File: config.mk
export PLATFORM = sky130hd
export DESIGN_NAME = instr_fetch
export DESIGN_NICKNAME = d
export VERILOG_FILES = /design/src/rtl/instr_fetch.sv
export SDC_FILE = /design/constraint.sdc
export NUM_CORES = 1
export LEC_CHECK = 0
export ABC_CLOCK_PERIOD_IN_PS = 2700
export CORE_MARGIN = 5
export CORE_UTILIZATION = 45
export CTS_CLUSTER_DIAMETER = 30
export DETAILED_ROUTE_END_ITERATION = 8
export PLACE_DENSITY_LB_ADDON = 0.3
export SYNTH_ARGS = -nofsm -noshare
export SYNTH_HDL_FRONTEND = slang
export SYNTH_SLANG_ARGS = --single-unit
File: constraint.sdc
create_clock -name clk_in -period 2.7 [get_ports clk_in]
set_input_delay 0.405 -clock clk_in [delete_from_list [all_inputs] [get_ports clk_in]]
set_output_delay 0.405 -clock clk_in [all_outputs]
set_load 0.02 [all_outputs]
File: src/rtl/instr_fetch.sv
// Instruction-fetch stage: owns the PC, assembles each 32-bit instruction from
// four little-endian byte reads and presents {pc, inst, valid} to IF/ID.
// A jump from EX aborts any fetch in progress and restarts at the target.
module instr_fetch #(
    parameter logic [31:0] RESET_PC = 32'h0000_0000
) (
    input  logic        clk_in,
    input  logic        rst_in,
    input  logic        jmp_in,
    input  logic [31:0] jmp_addr_in,
    input  logic        blk_in,
    input  logic        mem_stall_in,
    input  logic [7:0]  mem_din_in,
    output logic        mem_rd_out,
    output logic [31:0] mem_a_out,
    output logic [31:0] if_pc_out,
    output logic [31:0] if_inst_out,
    output logic        rec_out
);

    typedef enum logic {
        FETCH   = 1'b0,
        PRESENT = 1'b1
    } state_t;

    state_t          state_q;
    state_t          state_d;
    logic [31:0]     pc_q;
    logic [2:0]      req_cnt_q;
    logic [2:0]      rcv_cnt_q;
    logic            pend_q;
    logic [3:0][7:0] asm_q;
    logic [31:0]     a_last_q;

    logic            fetch_rd;
    logic            serviced;
    logic            last_byte;
    logic            consume;
    logic [31:0]     jmp_pc;

    assign fetch_rd  = (state_q == FETCH) && (req_cnt_q < 3'd4);
    assign serviced  = mem_rd_out && !mem_stall_in;
    assign last_byte = (state_q == FETCH) && pend_q && (rcv_cnt_q == 3'd3);
    assign consume   = (state_q == PRESENT) && !blk_in;
    assign jmp_pc    = {jmp_addr_in[31:2], 2'b00};

    // State register.
    always_ff @(posedge clk_in) begin
        // NOTE: every clocked assignment is non-blocking so all registers
        // update together from pre-edge values, whatever the block order.
        if (!rst_in) begin
            state_q <= FETCH;
        end else begin
            state_q <= state_d;
        end
    end

    // Next state: a jump always restarts fetching; otherwise the last byte
    // moves to PRESENT and consumption moves back to FETCH.
    always_comb begin
        // NOTE: default first so no path leaves state_d unassigned (no latch).
        state_d = state_q;
        if (jmp_in) begin
            state_d = FETCH;
        end else begin
            case (state_q)
                FETCH:   if (last_byte) state_d = PRESENT;
                PRESENT: if (!blk_in)   state_d = FETCH;
                default: state_d = FETCH;
            endcase
        end
    end

    // Memory request outputs from registered state; the address holds its
    // last value whenever no read is being requested.
    always_comb begin
        mem_rd_out = 1'b0;
        mem_a_out  = 32'h0000_0000;
        if (rst_in) begin
            mem_rd_out = fetch_rd;
            mem_a_out  = fetch_rd ? (pc_q + {29'b0, req_cnt_q}) : a_last_q;
        end
    end

    // PC, request/capture counters and the read-in-flight flag.
    always_ff @(posedge clk_in) begin
        if (!rst_in) begin
            pc_q      <= RESET_PC;
            req_cnt_q <= 3'd0;
            rcv_cnt_q <= 3'd0;
            pend_q    <= 1'b0;
            a_last_q  <= 32'h0000_0000;
        end else begin
            a_last_q <= mem_a_out;
            if (jmp_in) begin
                // Clearing pend drops the byte of any read serviced this cycle.
                pc_q      <= jmp_pc;
                req_cnt_q <= 3'd0;
                rcv_cnt_q <= 3'd0;
                pend_q    <= 1'b0;
            end else if (consume) begin
                pc_q      <= pc_q + 32'd4;
                req_cnt_q <= 3'd0;
                rcv_cnt_q <= 3'd0;
                pend_q    <= 1'b0;
            end else begin
                if (serviced) begin
                    req_cnt_q <= req_cnt_q + 3'd1;
                end
                pend_q <= serviced;
                if (pend_q) begin
                    rcv_cnt_q <= rcv_cnt_q + 3'd1;
                end
            end
        end
    end

    // Byte assembly buffer, written in little-endian order as bytes arrive.
    always_ff @(posedge clk_in) begin
        // NOTE: the buffer has no reset; every byte is rewritten before the
        // word is presented, so its power-up contents are never observed.
        if (rst_in && !jmp_in && pend_q) begin
            asm_q[rcv_cnt_q[1:0]] <= mem_din_in;
        end
    end

    // Presented instruction: loaded on the last byte, dropped on consume,
    // jump or reset.
    always_ff @(posedge clk_in) begin
        if (!rst_in) begin
            rec_out     <= 1'b0;
            if_pc_out   <= 32'h0000_0000;
            if_inst_out <= 32'h0000_0000;
        end else if (jmp_in) begin
            rec_out <= 1'b0;
        end else if (last_byte) begin
            if_inst_out <= {mem_din_in, asm_q[2], asm_q[1], asm_q[0]};
            if_pc_out   <= pc_q;
            rec_out     <= 1'b1;
        end else if (consume) begin
            rec_out <= 1'b0;
        end
    end

endmodule

# Yosys cells after proc, flatten, opt, wreduce, memory -nomap -nowiden

Index checks and enable logic that the tools add are counted.

Register bits after elaboration: 169
Input bits: 45
Output and inout port bits: 98
Word-level logic and storage cells: 54

Add/sub/neg operators: 4
Magnitude comparators: 3
Equality and inequality tests: 1
Muxes and demuxes: 13
Bitwise gates (word level): 3
Reductions and logical operators: 16

Operator list:

| kind                                                               | number |
|---|---|
| two-way mux 32 bit                                                 | 4 |
| adder 32 x 3 -> 32 bit                                             | 1 |
| adder 32 x 3 -> 32 bit (second input constant)                     | 1 |
| bitwise mux 32 bit                                                 | 1 |
| demux 8 bit (select 2 bit)                                         | 1 |
| logical AND 1 bit                                                  | 8 |
| two-way mux 8 bit                                                  | 1 |
| adder 3 x 1 -> 3 bit (second input constant)                       | 2 |
| two-way mux 1 bit                                                  | 5 |
| nonzero test 2 bit                                                 | 2 |
| equality test 3 x 2 -> 1 bit (second input constant)               | 1 |
| logical NOT 1 bit                                                  | 3 |
| less-than comparator 2 x 3 -> 1 bit (second input constant)        | 1 |
| less-than comparator 3 bit (second input constant)                 | 1 |
| inverter 1 bit                                                     | 3 |
| OR reduction 3 bit                                                 | 1 |
| greater-or-equal comparator 2 x 1 -> 1 bit (second input constant) | 1 |
| case mux 1 bit (2 select lines)                                    | 1 |
| AND reduction 2 bit                                                | 1 |
| OR reduction 2 bit                                                 | 1 |

# Logic depth before layout (Yosys ltp)

Word-level depth: 5
Gate-level depth with buffers: 8
Mapped depth without buffers: 6

# Worst setup path after synthesis

No wires, ideal clock.

Kind: register to output
Start point: register pc_q[2]
End point: output port mem_a_out[29]
Arrival time: 2,272 ps
Path slack: 23 ps
Cell stages (with the launch flop): 6
Buffers on the path: 0
Path through: dfxtp_1 -> ha_1 -> nand3_1 -> or4_1 -> or4_1 -> a31oi_1

Longest elaborated chain between the ends: 3

Ends and longest elaborated chain:

| item                   | line | text |
|---|---|---|
| from (decl)            | 28   | `logic [31:0] pc_q;` |
| from (signal assigned) | 97   | `pc_q <= jmp_pc;` |
| from (signal assigned) | 102  | `pc_q <= pc_q + 32'd4;` |
| adder 32 x 3 -> 32 bit | 81   | `mem_a_out = fetch_rd ? (pc_q + {29'b0, req_cnt_q}) : a_last_q;` |
| two-way mux 32 bit     | 81   |  |
| two-way mux 32 bit     | 79   | `if (rst_in) begin` |
| to (decl)              | 15   | `output logic [31:0] mem_a_out,` |

No other way between the ends.

# Worst setup path in the final report

Start point: register pc_q[2]
End point: output port mem_a_out[22]

Same word-level chain as after synthesis.

==> flow_summary_export.csv <==
group,metric,value,unit
run_status,outcome,"complete, but fails checks",
run_status,violations,"setup timing",
worst_setup_path,max_stage_delay,0.50,ns
synth,synth_edf_count,24,
cells_and_area,final_cells,1224,
synth,ys_seq_area_share,48.96,%
sta,finalMaxSlewViolations,0,
synth,yosys.area_share.simple,20.84,%
sta,skew,0.004338,ns
routing,drt_pass1_iterations,7,
floorplan,core-area,15150,um2
grt,antenna_found_initial,0,
worst_setup_path,required,2.30,ns
clocking,cts_tree,"yes",
cells_and_area,num-nets-final,1078,
worst_setup_path,crit_start,"pc_q[2]",
clocking,numClockSinks,157,
sta,setup_viol,7,
sta,hold_viol_final,0,
synth,ys_ff_latch,157,
synth,synthFlopType,"dfxtp_1",
worst_setup_path,cp_num_buf_inv,1,
synth,avgSynthCellArea,8.531,um2
sta,worst_pin_slew,0.5401,ns
worst_setup_path,end_kind,"output port",
job,drv_cap,0,
floorplan,fp.dieArea,17930,um2
cells_and_area,syn_to_final_growth,47.89,%
sta,period_needed,2.872,ns
synth,yosysUniqueCellTypes,48,
power,powerDensity,522.1,nW/um2
grt,grt_pass1_wl,32470,um
synth,syn_area,6910,um2
power,ir_drop,0.0004216,V
clocking,cts_hold_buf,0,
synth,synth-async-reset-ratio,0,%
routing,drt-total-wl,21760,um
placement,placed_area,9114,um2
worst_setup_path,worstPathArrival,2.47,ns
routing,via_per_inst,5.621,
floorplan,initial_core_util,45.63,%
sta,fin_ws,-0.1719,ns
grt,track_usage,22.58,%
placement,numPlacedInstances,1174,
routing,wl_per_cell,17.78,um
grt,grt_max_degree,63,
worst_setup_path,reg2reg_from,"pc_q[10]",
placement,globalplace.congestion,0.9115,
hold_path,hold_path_class,"reg -> reg",
placement,port-buffer-count,138,
worst_setup_path,cpLargestDelayFamily,"simple AND/OR/NAND/NOR gates",
routing,vias,6880,
cells_and_area,final_common_cell,"nand2_1",
clocking,path_clk_slew,0.06,ns
floorplan,fp.dieH,133.9,um
cells_and_area,drive_above_1_share,25.19,%
worst_setup_path,critPathLaunchType,"flip-flop",
placement,hpwl,14410,um
cells_and_area,fin_area,10220,um2
worst_setup_path,cpMostUsedCell,"ha_4",
hold_path,min_from,"if_inst_out[16]",
synth,synth_mux_area_share,0.7242,%
clocking,cts_made_buffers,17,
routing,drc,0,
synth,synthAdderAreaFrac,1.811,%
synth,synth-xor-area-share,3.169,%
sta,fin_crit_sh,106.4,%
clocking,cts_buffer_depth,2,
grt,grt_pass1_vias,6251,
sta,whs,0.4529,ns
grt,grt-ovfl-total,0,
clocking,cts_root_buf,"clkbuf_16",
worst_setup_path,path_max_fanout,4,
routing,detail-route-antenna-nets,0,
sta,fmax,348.2,MHz
cells_and_area,num_antenna_cells,0,
sta,rsz0062_at_grt,"true",
synth,synth_top_family_by_area,"simple AND/OR/NAND/NOR gates",
synth,yosys_warnings,0,
clocking,clk_latency,0.43,ns
cells_and_area,final_cell_mix,"151 x nand2_1, 116 x buf_4, 110 x dfxtp_1",
worst_setup_path,crit_chain,"ha_4 -> ha_4 -> nand3_2 -> or3_4 -> or4_4 -> a31oi_1 -> buf_4",
floorplan,fp-row-count,45,
sta,fin_setup_tns,-0.5637,ns
sta,maxSlewHeadroom,63.61,%
clocking,htreeDepth,4,
floorplan,dieWidth,133.9,um
synth,synth_compound_area_share,19.30,%
power,p_leak,3.711,nW
synth,netlist_instances,810,
worst_setup_path,critical_path_class,"reg -> out",
worst_setup_path,crit_path_top_delay_cell,"or4_4",
routing,drt-initial-drc-count,520,
floorplan,ios,143,
-- worst min-delay path, delay by kind of cell, from the launching register on --
family           cells  cell delay (ns)
flip-flops           1             0.31
AO/OA/AOI/OAI        1             0.05
AND/OR/NAND/NOR      1             0.05
-- cell families (layout without fill, tap and decap cells) --
group | after synthesis | in the layout
other cells | 1 | 2
compound gates | 231 | 231
buf+inv | 84 | 309
fa+ha+maj | 10 | 10
flops | 157 | 157
simple gates | 297 | 297
mux | 5 | 5
xor+xnor | 25 | 25
-- final cells by class --
type / instances / area, um2
multi-input combinational: 570 / 3510
clock inverter: 15 / 148.9
fill: 1213 / 4926
timing repair buffer: 268 / 2442
sequential: 157 / 3425
clock buffer: 17 / 425.4
inverter: 9 / 33.78
tap: 188 / 235.2
-- cell usage after synthesis, drive strengths merged, types with 4 or more instances --
cell / number / area share, %
clkbuf: 54 / 3.0
mux2i: 5 / 0.72
a311oi: 7 / 0.89
a31oi: 34 / 3.1
nand4: 14 / 1.7
a211oi: 16 / 1.7
and3: 6 / 0.54
nor3: 16 / 1.2
edfxtp: 24 / 10
and4: 4 / 0.51
or3: 24 / 2.2
xnor2: 16 / 2.0
a21oi: 93 / 6.7
o31ai: 9 / 0.98
ha: 10 / 1.8
xor2: 9 / 1.1
o21ai: 60 / 4.3
dfxtp: 133 / 39
nand3: 10 / 0.72
nor2: 31 / 1.7
buf: 21 / 1.7
nor4: 9 / 0.81
inv: 9 / 0.49
or4: 18 / 2.1
nand2: 152 / 8.3
or2: 4 / 0.36
-- flip-flops by register name (all words and copies together) (netlist names) --
signal and flops:
state_q 1, rcv_cnt_q 3, req_cnt_q 3, rec_out 1, pc_q 30, asm_q 24, pend_q 1, if_inst_out 32
if_pc_out 30, a_last_q 32
-- repair_timing --
| item | 4_1_cts | 5_1_grt |
|---|---|---|
| cloned | 0 | 1 |
| resized for setup | 164 | 60 |
| setup endpoints to repair | 28 | 23 |
| setup buffers | 4 | 15 |
| pin swaps | 24 | 18 |
| hold endpoints to repair | 0 | 0 |
-- path summary, 6_finish.rpt --
| path | depth (start not counted) | slack (ns) | end |
|---|---|---|---|
| setup / recovery | 7 | -0.17 | mem_a_out[22] |
| hold / removal | 2 | 0.45 | if_inst_out[16] |
| setup reg to reg | 8 | 0.28 | pc_q[23] |
| hold reg to reg | 2 | 0.45 | if_inst_out[16] |
-- power by group --
group | total, W | switching [W] | leakage [nW] | internal, W
combinational | 0.000515 | 0.000269 | 2.12 | 0.000246
clock | 0.00235 | 0.00105 | 0.278 | 0.00130
sequential | 0.00247 | 0.0000412 | 1.31 | 0.00243
total | 0.00534 | 0.00136 | 3.71 | 0.00397
-- metrics by stage --
stage | setup WS (ns) | utilization, % | total power [W]
global placement | -0.2626 | 60.17 | 0.002988
global route | -0.2294 | 67.48 | 0.005495
detailed placement | -0.3224 | 60.17 | 0.002992
CTS | -0.1340 | 65.29 | 0.005317
finish | -0.1719 | 67.48 | 0.005336
floorplan | 0.02286 | - | 0.002739
-- per-layer routing --
| metal | track usage, % | routed length [um] |
|---|---|---|
| met1 | 30.61 | 9414 |
| met2 | 35.43 | 10300 |
| met5 | 0 | 0 |
| met3 | 5.214 | 1490 |
| met4 | 8.114 | 561 |
Power figures use the tool's default switching activity.
